--- src/rtl/fpadd_pkg.sv ---
// Shared types and constants for the FP-adder issue stage.
package fpadd_pkg;

  localparam int unsigned DATA_W      = 32;
  localparam int unsigned TAG_W       = 4;
  localparam int unsigned TIMEOUT_DEF = 63;

  // Issue-sequencer states.
  typedef enum logic [1:0] {
    S_IDLE  = 2'd0,
    S_ISSUE = 2'd1,
    S_BLANK = 2'd2,
    S_WAIT  = 2'd3
  } state_t;

  // One buffered operand pair with its tag.
  typedef struct packed {
    logic [DATA_W-1:0] a;
    logic [DATA_W-1:0] b;
    logic [TAG_W-1:0]  tag;
  } pair_t;

  localparam int unsigned PAIR_W = $bits(pair_t);

endpackage

--- src/rtl/fpadd_issue_fifo.sv ---
// Synchronous FIFO for operand pairs: registered pointers and occupancy count.
module fpadd_issue_fifo #(
  parameter int unsigned DEPTH = 4,
  parameter int unsigned W     = 68
) (
  input  logic                     clk,
  input  logic                     reset,
  input  logic                     push,
  input  logic [W-1:0]             wr_data,
  input  logic                     pop,
  output logic [W-1:0]             rd_data,
  output logic                     full,
  output logic                     empty,
  output logic [$clog2(DEPTH):0]   count
);

  localparam int unsigned AW = $clog2(DEPTH);
  localparam int unsigned CW = AW + 1;

  logic [W-1:0]  mem [DEPTH];
  logic [AW-1:0] wr_ptr;
  logic [AW-1:0] rd_ptr;
  logic          do_push;
  logic          do_pop;

  // Requests are qualified here so callers may present them unconditionally.
  assign do_push = push && !full;
  assign do_pop  = pop && !empty;

  assign full    = (count == CW'(DEPTH));
  assign empty   = (count == '0);
  assign rd_data = mem[rd_ptr];

  // Storage write; contents need no reset because count gates visibility.
  always_ff @(posedge clk) begin
    if (do_push) begin
      mem[wr_ptr] <= wr_data;
    end
  end

  // Pointer and occupancy tracking; DEPTH is a power of two so pointers wrap naturally.
  always_ff @(posedge clk) begin
    if (reset) begin
      wr_ptr <= '0;
      rd_ptr <= '0;
      count  <= '0;
    end else begin
      if (do_push) begin
        wr_ptr <= wr_ptr + AW'(1);
      end
      if (do_pop) begin
        rd_ptr <= rd_ptr + AW'(1);
      end
      if (do_push && !do_pop) begin
        count <= count + CW'(1);
      end else if (do_pop && !do_push) begin
        count <= count - CW'(1);
      end
    end
  end

endmodule

--- src/rtl/fpadd_issue.sv ---
// Issue stage for a multi-cycle FP adder: buffers operand pairs, sequences one
// add at a time with a stale-done blanking cycle and a timeout, and holds the
// result until the downstream consumer takes it.
module fpadd_issue
  import fpadd_pkg::*;
#(
  parameter int unsigned FIFO_DEPTH = 4,
  parameter int unsigned TIMEOUT    = TIMEOUT_DEF
) (
  input  logic              clk,
  input  logic              reset,
  input  logic              in_valid,
  output logic              in_ready,
  input  logic [DATA_W-1:0] in_a,
  input  logic [DATA_W-1:0] in_b,
  input  logic [TAG_W-1:0]  in_tag,
  output logic              add_start,
  output logic [DATA_W-1:0] add_a,
  output logic [DATA_W-1:0] add_b,
  input  logic              add_done,
  input  logic [DATA_W-1:0] add_sum,
  output logic              out_valid,
  input  logic              out_ready,
  output logic [DATA_W-1:0] out_sum,
  output logic [TAG_W-1:0]  out_tag,
  output logic              out_timeout,
  output logic              busy
);

  localparam int unsigned CNT_W = (TIMEOUT < 2) ? 1 : $clog2(TIMEOUT);
  localparam int unsigned FCW   = $clog2(FIFO_DEPTH) + 1;

  state_t             state;
  state_t             state_n;
  logic [CNT_W-1:0]   wait_cnt;
  logic [TAG_W-1:0]   tag_q;

  pair_t              fifo_wr;
  pair_t              fifo_head;
  logic               fifo_full;
  logic               fifo_empty;
  logic [FCW-1:0]     fifo_count;
  logic               fifo_pop;

  logic               cnt_clr;
  logic               cnt_inc;
  logic               cap_done;
  logic               cap_to;
  logic               last_wait;

  assign fifo_wr = '{a: in_a, b: in_b, tag: in_tag};

  fpadd_issue_fifo #(
    .DEPTH (FIFO_DEPTH),
    .W     (PAIR_W)
  ) u_fifo (
    .clk     (clk),
    .reset   (reset),
    .push    (in_valid),
    .wr_data (fifo_wr),
    .pop     (fifo_pop),
    .rd_data (fifo_head),
    .full    (fifo_full),
    .empty   (fifo_empty),
    .count   (fifo_count)
  );

  // Held low during reset so nothing is accepted on the reset edge.
  assign in_ready  = !fifo_full && !reset;
  assign add_start = (state == S_ISSUE);
  assign busy      = (state != S_IDLE) || (fifo_count != '0) || out_valid;

  // The counter holds the number of WAIT cycles already spent without done, so
  // the final permitted WAIT cycle is the one where it reads TIMEOUT-1.
  assign last_wait = (wait_cnt == CNT_W'(TIMEOUT - 1));

  // State register.
  always_ff @(posedge clk) begin
    if (reset) begin
      state <= S_IDLE;
    end else begin
      state <= state_n;
    end
  end

  // Next-state and datapath control decode.
  always_comb begin
    state_n  = state;
    fifo_pop = 1'b0;
    cnt_clr  = 1'b0;
    cnt_inc  = 1'b0;
    cap_done = 1'b0;
    cap_to   = 1'b0;
    unique case (state)
      S_IDLE: begin
        // Issue only when the result slot is free or frees this cycle.
        if (!fifo_empty && (!out_valid || out_ready)) begin
          fifo_pop = 1'b1;
          state_n  = S_ISSUE;
        end
      end
      S_ISSUE: begin
        state_n = S_BLANK;
      end
      S_BLANK: begin
        // done may still be high from the previous add; it is ignored here.
        cnt_clr = 1'b1;
        state_n = S_WAIT;
      end
      S_WAIT: begin
        if (add_done) begin
          cap_done = 1'b1;
          state_n  = S_IDLE;
        end else if (last_wait) begin
          cap_to  = 1'b1;
          state_n = S_IDLE;
        end else begin
          cnt_inc = 1'b1;
        end
      end
      default: begin
        state_n = S_IDLE;
      end
    endcase
  end

  // Operand latch, wait counter and result register.
  always_ff @(posedge clk) begin
    if (reset) begin
      add_a       <= '0;
      add_b       <= '0;
      tag_q       <= '0;
      wait_cnt    <= '0;
      out_valid   <= 1'b0;
      out_sum     <= '0;
      out_tag     <= '0;
      out_timeout <= 1'b0;
    end else begin
      if (fifo_pop) begin
        add_a <= fifo_head.a;
        add_b <= fifo_head.b;
        tag_q <= fifo_head.tag;
      end

      if (cnt_clr) begin
        wait_cnt <= '0;
      end else if (cnt_inc) begin
        wait_cnt <= wait_cnt + CNT_W'(1);
      end

      // A capture takes priority over a drain in the same cycle.
      if (cap_done) begin
        out_valid   <= 1'b1;
        out_sum     <= add_sum;
        out_tag     <= tag_q;
        out_timeout <= 1'b0;
      end else if (cap_to) begin
        out_valid   <= 1'b1;
        out_sum     <= '0;
        out_tag     <= tag_q;
        out_timeout <= 1'b1;
      end else if (out_valid && out_ready) begin
        out_valid <= 1'b0;
      end
    end
  end

endmodule

--- config.mk ---
export PLATFORM = sky130hd
export DESIGN_NAME = fpadd_issue
export DESIGN_NICKNAME = d
export VERILOG_FILES = /design/src/rtl/fpadd_pkg.sv /design/src/rtl/fpadd_issue_fifo.sv /design/src/rtl/fpadd_issue.sv
export SDC_FILE = /design/constraint.sdc
export NUM_CORES = 1
export LEC_CHECK = 0
export CORE_MARGIN = 2
export CORE_UTILIZATION = 55
export CTS_CLUSTER_DIAMETER = 30
export DETAILED_ROUTE_END_ITERATION = 8
export PLACE_DENSITY = 0.93
export SLEW_MARGIN = 15
export SYNTH_ARGS = -nofsm -noshare
export SYNTH_HDL_FRONTEND = slang
export SYNTH_SLANG_ARGS = --single-unit
--- constraint.sdc ---
create_clock -name clk -period 5.7 [get_ports clk]
set_clock_uncertainty 0.1 [all_clocks]
set_input_delay 1.71 -clock clk [delete_from_list [all_inputs] [get_ports clk]]
set_output_delay 1.71 -clock clk [all_outputs]
set_load 0.02 [all_outputs]
# --- Word level (Yosys, flattened, before mapping) ---
# Memories as Yosys holds them, arrays and structs flattened. A register that Yosys moved wholly into a read port is not among the register bits.
# Index checks and enable logic that the tools add are counted.
totals:
  input_bits: 105
  ram_bits: 272
  reg_bits: 53
  mem_count: 1
memory_table:
  columns: ["name", "words", "word_bits", "read_ports", "rd_clocked_by_memory_dff", "wr", "line_no", "source"]
  rows:
  - ["u_fifo.mem", 4, 68, 1, 1, 1, "fpadd_issue_fifo.sv:20", "logic [W-1:0] mem [DEPTH];"]
op_classes:
  n_addsub: 5
  n_eq_ne: 7
  muxes: 26
  reduce_logical: 26
ops:
  columns: ["cell", "n"]
  rows:
  - ["two-way mux 32 bit", 2]
  - ["two-way mux 1 bit", 16]
  - ["two-way mux 4 bit", 2]
  - ["one-hot mux 2 bit (4 select lines)", 1]
  - ["logical AND 1 bit", 7]
  - ["adder 6 x 1 -> 6 bit, second input constant", 1]
  - ["equality test 6 bit, second input constant", 1]
  - ["logical NOT 1 bit", 6]
  - ["two-way mux 2 bit", 3]
  - ["two-way mux 3 bit", 2]
  - ["nonzero test 2 bit", 3]
  - ["nonzero test 3 bit", 2]
  - ["adder 2 x 1 -> 2 bit, second input constant", 2]
  - ["equality test 2 bit, second input constant", 2]
  - ["OR reduction 2 bit", 2]
  - ["adder 3 x 1 -> 3 bit, second input constant", 1]
  - ["equality test 3 bit, second input constant", 1]
  - ["logical NOT 3 bit", 1]
  - ["logical OR 1 bit", 3]
  - ["!= test 3 bit, second input constant", 1]
  - ["subtractor 3 x 1 -> 3 bit, second input constant", 1]
  - ["equality test 2 x 1 -> 1 bit, second input constant", 1]
  - ["logical NOT 2 bit", 1]
  - ["!= test 2 bit, second input constant", 1]
  - ["AND reduction 2 bit", 1]

# --- Depth between registers and ports, before layout ---
depth:
  ltp_word: 9
  depth_mapped: 12

# --- By module ---
# Synthesis repeated with hierarchy kept, for this count alone.
hier_totals:
  cells_unflattened: 931
  area_unflattened_um2: 14507.7
modules_own_cells:
  columns: ["mod", "cells_per_inst", "seq_area_each_um2", "n_inst", "area_per_inst_um2"]
  rows:
  - ["fpadd_issue_fifo", 404, 8348.0, 1, 10293.6]
  - ["fpadd_issue", 527, 2282.2, 1, 4214.0]

# --- Worst setup path after synthesis ---
# Ideal clock, no wire load.
synth_path:
  path_type: "input to register"
  from: "input in_valid"
  to: "memory u_fifo.mem[0][0], enable pin"
  path_buffers: 0
  required_time_ns: 5.167
  arrival_ns: 3.746
  stages: 2
  slack_ns: 1.421
  path_cell_list: "a21boi_1 > and2_1"
synth_via:
  elab_chain_cells: 3
synth_rtl:
  columns: ["element", "line_no", "source"]
  rows:
  - ["start, declared", "fpadd_issue.sv:12", "input logic in_valid,"]
  - ["logical AND 1 bit", "fpadd_issue_fifo.sv:27", "assign do_push = push && !full;"]
  - ["two-way mux 1 bit", "fpadd_issue_fifo.sv:36", "if (do_push) begin"]
  - ["two-way mux 1 bit (not written as such)", "fpadd_issue_fifo.sv:37", "mem[wr_ptr] <= wr_data;"]
  - ["end, declared", "fpadd_issue_fifo.sv:20", null]
# No other way between the ends.

# --- Final worst setup path ---
layout_path:
  from: "input reset"
  to: "output in_ready"
layout_via:
  elab_chain_cells: 2
layout_rtl:
  columns: ["element", "line_no", "source"]
  rows:
  - ["start, declared", "fpadd_issue.sv:11", "input logic reset,"]
  - ["logical NOT 1 bit", "fpadd_issue.sv:69", "assign in_ready = !fifo_full && !reset;"]
  - ["logical AND 1 bit", "fpadd_issue.sv:69", null]
  - ["end, declared", "fpadd_issue.sv:13", "output logic in_ready,"]
# No other way between the ends.

==> impl_metrics.py <==
metrics = {
    "detailed_routing": {
        "routed_wl_um": 32200,
        "drc": 0,
        "ant_nets": 0,
        "drtIter0Drc": 655,
        "drt-pass1-iter-count": 4,
        "wl_per_cell_um": 20.9,
        "vias": 8653,
        "via_per_inst": 5.61,
    },
    "global_routing": {
        "grt_pass1_vias": 9186,
        "grt_start_max_net_pins": 70,
        "globalRouteOverflowTotal": 0,
        "grt_first_pass_wirelength_um": 50300,
        "grt_use_total_pct": 23.5,
        "antenna_found_initial": 2,
    },
    "power": {
        "power_mw": 10.3,
        "p_per_area_nw_per_um2": 535,
        "vdd_drop_max_v": 0.000322,
        "p_leak_nw": 6.43,
    },
    "worst_setup_path": {
        "crit_required_ns": 3.89,
        "critical_path_class": "primary input to primary output",
        "path_cells": "buf_4 > a21oi_1 > clkdlybuf4s50_1",
        "path_max_fanout": 62,
        "critPathArrivalTime_ns": 2.91,
        "max_stage_delay_ns": 0.57,
        "critPathTopFamily": "buffers and inverters",
        "cp-end-kind": "primary output",
        "start_kind": "primary input",
        "rrSetupSlack_ns": 2.67,
        "path_buf_inv": 2,
        "rr_endpoint": "u_fifo.count[2]",
        "rr_worst_depth": 9,
        "slowest_stage": "clkdlybuf4s50_1",
        "regToRegStartpoint": "u_fifo.count[2]",
    },
    "run_status": {
        "outcome": "finished, final reports clean",
    },
    "die": {
        "die_h_um": 166,
        "fp.dieArea_sq_um": 27600,
        "die_w_um": 166,
        "ios": 210,
        "initial_core_util_pct": 55.8,
        "core_sq_um": 25900,
        "num_rows": 59,
    },
    "flow_run": {
        "max-cap-violations": 0,
    },
    "clock_tree": {
        "tritoncts.num_buffers": 70,
        "path_clk_slew_ns": 0.05,
        "clock_path_buffers": 3,
        "ctsHoldBuffers": 0,
        "cts_tree": "yes",
        "numClockSinks": 393,
        "clock_latency_ns": 0.56,
        "cts-root-buf": "clkbuf_16",
        "cts_resized": 0,
        "post-cts-setup-buffers": 0,
        "h-tree-depth": 3,
    },
    "yosys": {
        "syn-num-nets": 1041,
        "yosysUniqueCellTypes": 42,
        "ys_ff_latch": 393,
        "synth_area_sq_um": 14500,
        "synth_top_flop_cell": "edfxtp_1",
        "synth_async_sr_flop_share_pct": 0,
        "synthCells": 923,
        "syn_area_per_cell_sq_um": 15.7,
        "yosysWarnings": 0,
        "seq_area_frac_synth_pct": 73.2,
        "synth-edff-count": 272,
    },
    "timing": {
        "slew_violations": 0,
        "fmax_mhz": 212,
        "grt_setup_unrepaired": "no",
        "fin_setup_tns_ns": 0,
        "setup_viol": 0,
        "slew_headroom_pct": 25.9,
        "worstMarginPinSlew_ns": 1.11,
        "finalCritPeriodShare_pct": 82.8,
        "hold_viol_final": 0,
        "whs_ns": 0.353,
        "fin_ws_ns": 0.982,
        "post-route-min-period_ns": 4.72,
    },
    "finish": {
        "most-common-layout-cells": "edfxtp_1 (272), clkdlybuf4s50_1 (208), nand2_1 (162)",
        "final_util_pct": 74.2,
        "fin_nets": 1268,
        "area_growth_syn_to_layout_pct": 33.0,
        "layout_commonest_cell": "edfxtp_1",
        "nFillCells": 1467,
        "drive_gt1_share_pct": 18.6,
    },
    "place": {
        "pre_cts_slack_ns": 0.994,
        "gp_congestion": 0.866,
        "io_buffers": 209,
        "dp_hpwl_um": 17100,
    },
    "min_path": {
        "hold_end": "add_a[13]",
        "min-delay-start": "add_a[13]",
        "min_path_cells": 2,
        "hp-class": "flip-flop to flip-flop",
    },
}
[synthesized netlist by cell type (2+ instances only)]
library cell	instances	share of area (%)
a211oi_1	3	0.16
a21oi_1	96	3.3
a21oi_2	11	0.67
and2_1	5	0.22
and3_1	2	0.086
buf_2	17	0.59
buf_6	2	0.16
clkbuf_1	36	0.93
dfxtp_1	121	17
edfxtp_1	272	56
ha_1	12	1.0
inv_1	7	0.18
mux2i_1	4	0.28
mux4_2	68	11
nand2_1	162	4.2
nand2_2	10	0.43
nand2b_1	10	0.43
nor2_1	12	0.31
nor2b_1	4	0.17
o21ai_0	35	1.2
o21ai_1	6	0.21
xnor2_1	6	0.36
xor2_1	3	0.18
[how the worst max path moves through the flow]
stage / depth (start not counted) / to / from
after CTS: 3 / in_ready / reset
after global placement: 3 / in_ready / reset
after global routing: 3 / in_ready / reset
after floorplan: 2 / u_fifo.mem[0][0] / in_valid
after detailed placement: 3 / in_ready / reset
final: 3 / in_ready / reset
[flip-flops by register name, indices dropped and copies added, names as in the netlist]
name	cells
out_sum	32
tag_q	4
state	2
u_fifo.rd_ptr	2
u_fifo.count	3
u_fifo.mem	272
out_tag	4
u_fifo.wr_ptr	2
add_b	32
out_valid	1
add_a	32
out_timeout	1
wait_cnt	6
[worst reg2reg max path, cell delays in order, from the launching register on]
cell     delay, ns
dfxtp_1       0.36
or3_4         0.43
and3_2        0.25
inv_6         0.46
ha_1          0.31
inv_1         0.07
fa_1          0.38
xor2_1        0.17
or3_1         0.30
a21oi_1       0.14
[kinds of logic after synthesis]
| kind of cell | after synthesis | share of synthesized area (%) |
|---|---|---|
| mux | 72 | 10.9 |
| compound gates | 156 | 5.81 |
| xor+xnor | 9 | 0.545 |
| buf+inv | 65 | 2.05 |
| simple gates | 215 | 6.35 |
| fa+ha+maj | 13 | 1.18 |
| flops | 393 | 73.2 |
[area by class of cell]
class                   instances  area, sq um  share of cell area, %
flip-flops and latches        393        10600                   55.1
diodes                          1         2.50                 0.0130
well taps                     335          419                   2.18
clock inverters                44          485                   2.52
repair buffers                212         2110                   11.0
multi-input cells             465         3600                   18.7
clock buffers                  85         1990                   10.3
inverters                       8         35.0                  0.182
[power by group]
| part | internal (mW) | leakage (nW) | switching [mW] |
|---|---|---|---|
| registers | 3.49 | 3.48 | 0.331 |
| clock network | 2.75 | 1.18 | 1.47 |
| logic | 1.03 | 1.77 | 1.20 |
[per-stage QoR]
stage / instance area (sq um) / std cells
2_1_floorplan: 14500 / 923
3_3_place_gp: 16800 / 1413
3_5_place_dp: 16800 / 1413
4_1_cts: 19200 / 1542
5_1_grt: 19200 / 1542
6_report: 19200 / 1543
[per-layer routing]
layer  wire (um)  global-route usage [%]
met1       12200                    28.3
met3        2410                    5.91
met4         798                    8.58
met5          11                       0
met2       16800                    41.1
No activity file was read; power rests on OpenSTA's default activity.
